==> src/rtl/press_counter_pkg.sv <==
// Shared opcode, mode and instruction-field definitions for the press counter bank.
// Pure definitions, no timing.
package press_counter_pkg;

  localparam int OPCODE_HI = 11;
  localparam int OPCODE_LO = 8;
  localparam int IMM_HI    = 7;
  localparam int IMM_LO    = 0;

  typedef enum logic [3:0] {
    OP_NOP    = 4'h0,
    OP_SEL    = 4'h1,
    OP_CLR    = 4'h2,
    OP_CLRALL = 4'h3,
    OP_MODE   = 4'h4,
    OP_LOAD   = 4'h5
  } opcode_e;

  localparam logic MODE_WRAP = 1'b0;
  localparam logic MODE_SAT  = 1'b1;

  function automatic logic [3:0] inst_opcode(input logic [11:0] inst);
    return inst[OPCODE_HI:OPCODE_LO];
  endfunction

  function automatic logic [7:0] inst_imm(input logic [11:0] inst);
    return inst[IMM_HI:IMM_LO];
  endfunction

endpackage

==> src/rtl/press_counter_bank_if.sv <==
// Sequencer-side bus of the press counter bank: instruction in, selected count out.
// Single-cycle instruction strobe, no backpressure.
interface press_counter_bank_if #(
  parameter int Width = 8
);
  logic [11:0]      inst;
  logic             inst_en;
  logic [Width-1:0] count;

  modport master (output inst, output inst_en, input count);
  modport slave  (input inst, input inst_en, output count);
endinterface

==> src/rtl/press_debounce.sv <==
// One button path: 2-flop synchroniser, debounce counter and rising-edge press pulse.
// stable follows raw 2+DebounceWait cycles later; press is a one-cycle pulse one cycle after that.
module press_debounce #(
  parameter int DebounceWait = 40000,
  parameter int DebounceSize = 16
) (
  input  logic clock,
  input  logic reset,
  input  logic raw,
  output logic stable,
  output logic press
);

  localparam logic [DebounceSize-1:0] LastCnt = DebounceSize'(DebounceWait - 1);

  logic                    sync1;
  logic                    sync2;
  logic                    stable_d;
  logic [DebounceSize-1:0] cnt;

  always_ff @(posedge clock or posedge reset) begin
    if (reset) begin
      sync1    <= 1'b0;
      sync2    <= 1'b0;
      stable   <= 1'b0;
      stable_d <= 1'b0;
      press    <= 1'b0;
      cnt      <= '0;
    end else begin
      sync1 <= raw;
      sync2 <= sync1;
      // Any cycle where the synced level agrees with stable restarts the wait.
      if (sync2 == stable) begin
        cnt <= '0;
      end else if (cnt == LastCnt) begin
        stable <= sync2;
        cnt    <= '0;
      end else begin
        cnt <= cnt + 1'b1;
      end
      stable_d <= stable;
      press    <= stable & ~stable_d;
    end
  end

endmodule

==> src/rtl/press_counter_bank.sv <==
// Bank of Channels debounced up/down press counters driven by sequencer instructions.
// Press-to-count latency 2+DebounceWait+3 cycles; instructions act in one cycle, no backpressure.
module press_counter_bank
  import press_counter_pkg::*;
#(
  parameter int Channels     = 4,
  parameter int Width        = 8,
  parameter int DebounceWait = 40000,
  parameter int DebounceSize = 16
) (
  input  logic                clock,
  input  logic                reset,
  press_counter_bank_if.slave bus,
  input  logic [Channels-1:0] btn_up,
  input  logic [Channels-1:0] btn_dn,
  output logic [Channels-1:0] status_up,
  output logic [Channels-1:0] status_dn
);

  localparam int SelW = (Channels > 1) ? $clog2(Channels) : 1;

  logic [Channels-1:0] press_up;
  logic [Channels-1:0] press_dn;

  for (genvar i = 0; i < Channels; i++) begin : g_chan
    press_debounce #(
      .DebounceWait(DebounceWait),
      .DebounceSize(DebounceSize)
    ) u_up (
      .clock (clock),
      .reset (reset),
      .raw   (btn_up[i]),
      .stable(status_up[i]),
      .press (press_up[i])
    );
    press_debounce #(
      .DebounceWait(DebounceWait),
      .DebounceSize(DebounceSize)
    ) u_dn (
      .clock (clock),
      .reset (reset),
      .raw   (btn_dn[i]),
      .stable(status_dn[i]),
      .press (press_dn[i])
    );
  end

  logic [Width-1:0] counts [Channels];
  logic [SelW-1:0]  sel;
  logic             mode;

  logic [3:0] op;
  logic [7:0] imm;
  logic       imm_ok;
  logic       do_sel, do_clr, do_clrall, do_mode, do_load;

  always_comb begin
    op        = inst_opcode(bus.inst);
    imm       = inst_imm(bus.inst);
    imm_ok    = int'(imm) < Channels;
    do_sel    = bus.inst_en && (op == OP_SEL) && imm_ok;
    do_clr    = bus.inst_en && (op == OP_CLR) && imm_ok;
    do_clrall = bus.inst_en && (op == OP_CLRALL);
    do_mode   = bus.inst_en && (op == OP_MODE);
    do_load   = bus.inst_en && (op == OP_LOAD);
  end

  function automatic logic [Width-1:0] step(input logic [Width-1:0] c, input logic up,
                                            input logic dn, input logic md);
    logic [Width-1:0] maxv;
    maxv = '1;
    if (up && !dn) return (md == MODE_SAT && c == maxv) ? c : c + 1'b1;
    if (dn && !up) return (md == MODE_SAT && c == '0) ? c : c - 1'b1;
    return c;
  endfunction

  always_ff @(posedge clock or posedge reset) begin
    if (reset) begin
      for (int i = 0; i < Channels; i++) counts[i] <= '0;
      sel       <= '0;
      mode      <= MODE_WRAP;
      bus.count <= '0;
    end else begin
      if (do_sel)  sel  <= imm[SelW-1:0];
      if (do_mode) mode <= imm[0];
      // Instruction writes win over that channel's press event; the press is dropped.
      for (int i = 0; i < Channels; i++) begin
        if (do_clrall || (do_clr && int'(imm) == i))
          counts[i] <= '0;
        else if (do_load && int'(sel) == i)
          counts[i] <= imm[Width-1:0];
        else
          counts[i] <= step(counts[i], press_up[i], press_dn[i], mode);
      end
      bus.count <= counts[sel];
    end
  end

endmodule
==> src/flat_wrapper.sv <==
// flat-port wrapper written by rule: the top's interface ports become plain ports
module press_counter_bank_flat import press_counter_pkg::*;
#(
  parameter int Channels     = 4,
  parameter int Width        = 8,
  parameter int DebounceWait = 40000,
  parameter int DebounceSize = 16
)
  (clock, reset, btn_up, btn_dn, status_up, status_dn, bus_inst, bus_inst_en, bus_count);
  press_counter_bank_if #(.Width(Width)) bus_i ();
  input  logic clock;
  input  logic reset;
  input  logic [Channels-1:0] btn_up;
  input  logic [Channels-1:0] btn_dn;
  output logic [Channels-1:0] status_up;
  output logic [Channels-1:0] status_dn;
  input wire logic [$bits(bus_i.inst)-1:0] bus_inst;
  input wire logic [$bits(bus_i.inst_en)-1:0] bus_inst_en;
  output wire logic [$bits(bus_i.count)-1:0] bus_count;
  assign bus_i.inst = bus_inst;
  assign bus_i.inst_en = bus_inst_en;
  assign bus_count = bus_i.count;
  press_counter_bank #(.Channels(Channels), .Width(Width), .DebounceWait(DebounceWait), .DebounceSize(DebounceSize)) u_core (.clock(clock), .reset(reset), .bus(bus_i), .btn_up(btn_up), .btn_dn(btn_dn), .status_up(status_up), .status_dn(status_dn));
endmodule
==> config.mk <==
export PLATFORM = sky130hd
export DESIGN_NAME = press_counter_bank_flat
export DESIGN_NICKNAME = d
export VERILOG_FILES = /design/src/rtl/press_counter_pkg.sv /design/src/rtl/press_counter_bank_if.sv /design/src/rtl/press_debounce.sv /design/src/rtl/press_counter_bank.sv /design/src/flat_wrapper.sv
export SDC_FILE = /design/constraint.sdc
export NUM_CORES = 1
export LEC_CHECK = 0
export ABC_CLOCK_PERIOD_IN_PS = 4100
export CORE_MARGIN = 2
export CORE_UTILIZATION = 55
export DETAILED_ROUTE_END_ITERATION = 7
export GPL_TIMING_DRIVEN = 0
export PLACE_DENSITY_LB_ADDON = 0.3
export SLEW_MARGIN = 20
export SYNTH_ARGS = -nofsm -noshare
export SYNTH_HDL_FRONTEND = slang
export SYNTH_HIERARCHICAL = 1
export SYNTH_SLANG_ARGS = --single-unit
==> constraint.sdc <==
create_clock -name clock -period 4.1 [get_ports clock]
set_clock_uncertainty 0.2 [all_clocks]
set_input_delay 1.23 -clock clock [delete_from_list [all_inputs] [get_ports clock]]
set_output_delay 1.23 -clock clock [all_outputs]
set_load 0.01 [all_outputs]
==> results of run 1 <==
state kept, by name, summed over array words and instances (netlist names):
signal                       cells
u_core/g_chan.u_dn/cnt          64
u_core/g_chan.u_up/cnt          64
u_core/counts                   32
u_core/bus.count                 8
u_core/g_chan.u_dn/press         4
u_core/g_chan.u_dn/stable        4
u_core/g_chan.u_dn/stable_d      4
u_core/g_chan.u_dn/sync1         4
u_core/g_chan.u_dn/sync2         4
u_core/g_chan.u_up/press         4
u_core/g_chan.u_up/stable        4
u_core/g_chan.u_up/stable_d      4
u_core/g_chan.u_up/sync1         4
u_core/g_chan.u_up/sync2         4
u_core/sel                       2
u_core/mode                      1
power groups by stage:
| stage | sequential, mW | combinational [mW] | clock (mW) |
|---|---|---|---|
| floorplan | 2.29 | 0.358 | 0 |
| global placement | 2.31 | 0.511 | 0 |
| detailed placement | 2.31 | 0.527 | 0 |
| CTS | 2.28 | 0.530 | 2.23 |
| global route | 2.29 | 0.590 | 2.32 |
| finish | 2.28 | 0.530 | 2.17 |
per-layer routing:
| metal | GRT usage [%] | wire (µm) | vias up |
|---|---|---|---|
| met2 | 36.4 | 11000 | 246 |
| li1 | - | - | 4262 |
| met5 | 0 | 0 | - |
| met3 | 3.47 | 1310 | 30 |
| met1 | 31.3 | 10800 | 4188 |
| met4 | 5.00 | 426 | 0 |
through the flow:
stage / instances / setup slack (ns) / utilization, % / hold slack [ns] / total power [mW]
after global placement: 1473 / 0.262 / 59.7 / 0.132 / 2.82
after global routing: 1518 / 0.753 / 63.8 / 0.153 / 5.20
after floorplan: 1167 / 1.29 / - / 0.131 / 2.65
after detailed placement: 1474 / 0.497 / 59.8 / 0.136 / 2.84
after CTS: 1518 / 1.02 / 63.8 / 0.148 / 5.04
final: 1518 / 0.876 / 63.8 / 0.146 / 4.98
worst reg2reg max path, cell delays in order (launching register included):
cell	delay, ns
dfrtp_1	0.42
inv_1	0.10
ha_1	0.17
nor2b_1	0.31
nand2_1	0.17
or3_2	0.46
o32a_1	0.30
o21ai_0	0.17
a31oi_1	0.11
Yosys cell counts, drive strengths merged, types with 3 or more instances:
cell | number | area, µm²
nand2 | 83 | 312
nor2 | 192 | 723
and4 | 6 | 52.6
o21ai | 28 | 148
dfrtp | 211 | 5280
o41ai | 9 | 229
nand4b | 5 | 43.8
a311oi | 3 | 26.3
nor2b | 14 | 87.6
nand4 | 43 | 269
nand2b | 6 | 37.5
ha | 32 | 400
xnor2 | 102 | 893
and3 | 9 | 57.6
a211oi | 18 | 135
a31oi | 6 | 37.5
o211ai | 7 | 52.6
o32ai | 3 | 26.3
nand3 | 61 | 310
or4 | 5 | 45.0
or2 | 6 | 37.5
xor2 | 30 | 263
nor4b | 9 | 129
o31ai | 5 | 51.3
nor3b | 5 | 42.5
mux2 | 12 | 135
clkbuf | 23 | 86.3
inv | 43 | 161
mux4 | 8 | 180
a21oi | 25 | 125
nor3 | 54 | 292
buf | 21 | 168
nor4 | 56 | 350
final cells by class:
type / count / area, µm²
multi-input cells: 869 / 5720
repair buffers: 37 / 388
clock buffers: 33 / 664
inverters: 43 / 161
flip-flops and latches: 211 / 5280
plain buffers: 44 / 254
fillers: 1660 / 7340
clock inverters: 11 / 149
well taps: 270 / 338
path summary, 6_finish.rpt:
kind	from	to	slack, ns	cells after the start
max in group asynchronous	reset	u_core/g_chan[3].u_dn/cnt[1]	1.71	2
worst max register to register	u_core/g_chan[3].u_up/press	u_core/counts[6]	1.57	8
worst max-delay path	bus_inst[10]	u_core/counts[6]	0.88	6
worst min register to register	u_core/g_chan[3].u_dn/sync1	u_core/g_chan[3].u_dn/sync2	0.15	0
min in group asynchronous	reset	u_core/counts[22]	1.35	2
worst min-delay path	u_core/g_chan[3].u_dn/sync1	u_core/g_chan[3].u_dn/sync2	0.15	0
kinds of logic after synthesis:
family                     count (synthesis)
adders and majority gates                 32
DFF                                      211
and+or+nand+nor                          565
buffers and inverters                     87
xor gates and xnor gates                 132
muxes                                     21
AOI/OAI and AO/OA                        119
==> summary.txt, run 1 <==
Outcome
  • Status: finished clean

Timing
  • RSZ-0062 raised after global routing: no
  • Total negative slack: 0 ns
  • Maximum clock frequency: 310 MHz
  • Max-slew violations: 0
  • Slew Limit Headroom: 34.1%
  • Final Cycle Share: 78.6%
  • Fin. Hold Viols: 0
  • Fin crit period: 3.22 ns
  • Final Setup Violations: 0
  • Worst-margin pin slew: 0.975 ns

Die
  • Ports: 39
  • Starting Density: 56.2%
  • Die Y: 148 µm
  • FP Rows: 52
  • Full die area: 0.0219 mm²
  • Die W: 148 µm
  • Core Area: 0.0203 mm²

Power
  • Register share of total power: 45.8%
  • Clock network power share: 43.6%
  • Combinational Power Share: 10.6%
  • Static leakage: 5.18 nW
  • Maximum vdd drop: 0.367 mV
  • Internal: 3.74 mW
  • PD cells: 385 mW/mm²
  • Switching share of power: 24.9%
  • Switch Pwr: 1.24 mW

Detailed routing
  • ANT nets after route: 0
  • Post-route DRC: 0
  • Pre-Repair DR Iteration Count: 5
  • 1st-iter DRT viols: 630
  • Via count: 8726
  • Vias/cell: 5.75
  • Routed length per instance: 15.5 µm
  • Total Wirelength: 23600 µm

Clocking
  • Cts repair resizes: 0
  • Worst-path clk slew: 0.06 ns
  • Root Buffer: clkbuf_16
  • # hold bufs at CTS: 0
  • TritonCTS buffer count: 24
  • Clock Path Buffers: 3
  • Setup bufs post-CTS: 0
  • CTS tree: built
  • Clock sink count: 211
  • Htree depth: 1
  • Worst-Skew Late Latency: 0.52 ns

Setup path
  • CP max stage delay: 0.87 ns
  • Worst Path Buf+Inv: 2
  • Worst path top cell family by delay: simple AND/OR/NAND/NOR gates
  • CP Data Arrival Time: 3.40 ns
  • Critical path peak fanout: 8
  • CP Data Required Time: 4.27 ns
  • Critical path class: primary input to flop
  • CP max-delay cell: nor4bb_1
  • Critical-path cell list: clkdlybuf4s50_1, nor4bb_1, nor2b_1, clkbuf_1, o21bai_1, a31oi_1
  • Crit end category: flop
  • Worst Setup Start Kind: primary input

Min path
  • Min-delay worst type: flop to flop

Synth
  • Syn nets: 1222
  • Post-synthesis mux area share: 2.85%
  • Yosys warnings: 6
  • Synth cell types: 66
  • Adder-Cell Fraction of Synth Area: 3.51%
  • Largest family of logic cells by synthesized area: simple AND/OR/NAND/NOR gates
  • Post-synthesis sequential area ratio: 46.2%
  • Post-synth EDFFs: 0
  • Async S/R FF share, synth: 100%
  • Gate Count Post-Synth: 1167
  • Post-Syn Area per Cell: 9.78 µm²
  • Synthesized area: 0.0114 mm²
  • Ys flop type: dfrtp_1
  • Xor and xnor area share after synthesis: 10.1%
  • Synthesized flop and latch total: 211
  • Simple-gate portion of the synthesized area: 25.2%
  • Synth Area in Compound Gates: 8.39%

Flow run
  • Max-cap violations: 0

Placed design
  • Placed Area: 0.0121 mm²
  • Detail Placement HPWL: 16300 µm
  • Gpl congestion: 0.848
  • Port Buffer Count: 36

GRT
  • Vias in the first global route: 8437
  • Total track usage: 22.1%
  • First-pass GRT wire length: 40500 µm
  • GR Overflow Total: 0
  • Number of antenna violations at the first check in global routing: 0
  • Largest net degree at the start of global routing: 25

Cells and area
  • Design Area, Final: 0.0130 mm²
  • Ant. Diodes: 0
  • P&R area growth vs syn: 13.5%
  • Layout cell share with drive strength beyond 1: 9.29%
  • Most frequent cells in the layout: dfrtp_1, nor2_1, xnor2_1
  • Commonest non-fill, non-tap cell in the layout: dfrtp_1
  • Fin nets: 1285
Note: power is estimated with default switching activity, not from simulation.
==> inputs of run 2 (changes only) <==
--- a/config.mk
+++ b/config.mk
@@ -5,7 +5,7 @@
 export SDC_FILE = /design/constraint.sdc
 export NUM_CORES = 1
 export LEC_CHECK = 0
-export ABC_CLOCK_PERIOD_IN_PS = 4100
+export ABC_CLOCK_PERIOD_IN_PS = 3200
 export CORE_MARGIN = 2
 export CORE_UTILIZATION = 55
 export DETAILED_ROUTE_END_ITERATION = 7
==> constraint.sdc (replaced) <==
create_clock -name clock -period 3.2 [get_ports clock]
set_clock_uncertainty 0.2 [all_clocks]
set_input_delay 0.96 -clock clock [delete_from_list [all_inputs] [get_ports clock]]
set_output_delay 0.96 -clock clock [all_outputs]
set_load 0.01 [all_outputs]
==> results of run 2 <==
The final DEF is identical to that of run 1. Status: finished clean.
Among the figures that moved: setup slack after placement 0.497 ns -> -0.133 ns; setup slack after layout 0.876 ns -> 0.246 ns; register-to-register setup slack 1.57 ns -> 0.67 ns; total power 4.98 mW -> 6.38 mW; worst IR drop on VDD 0.367 mV -> 0.470 mV
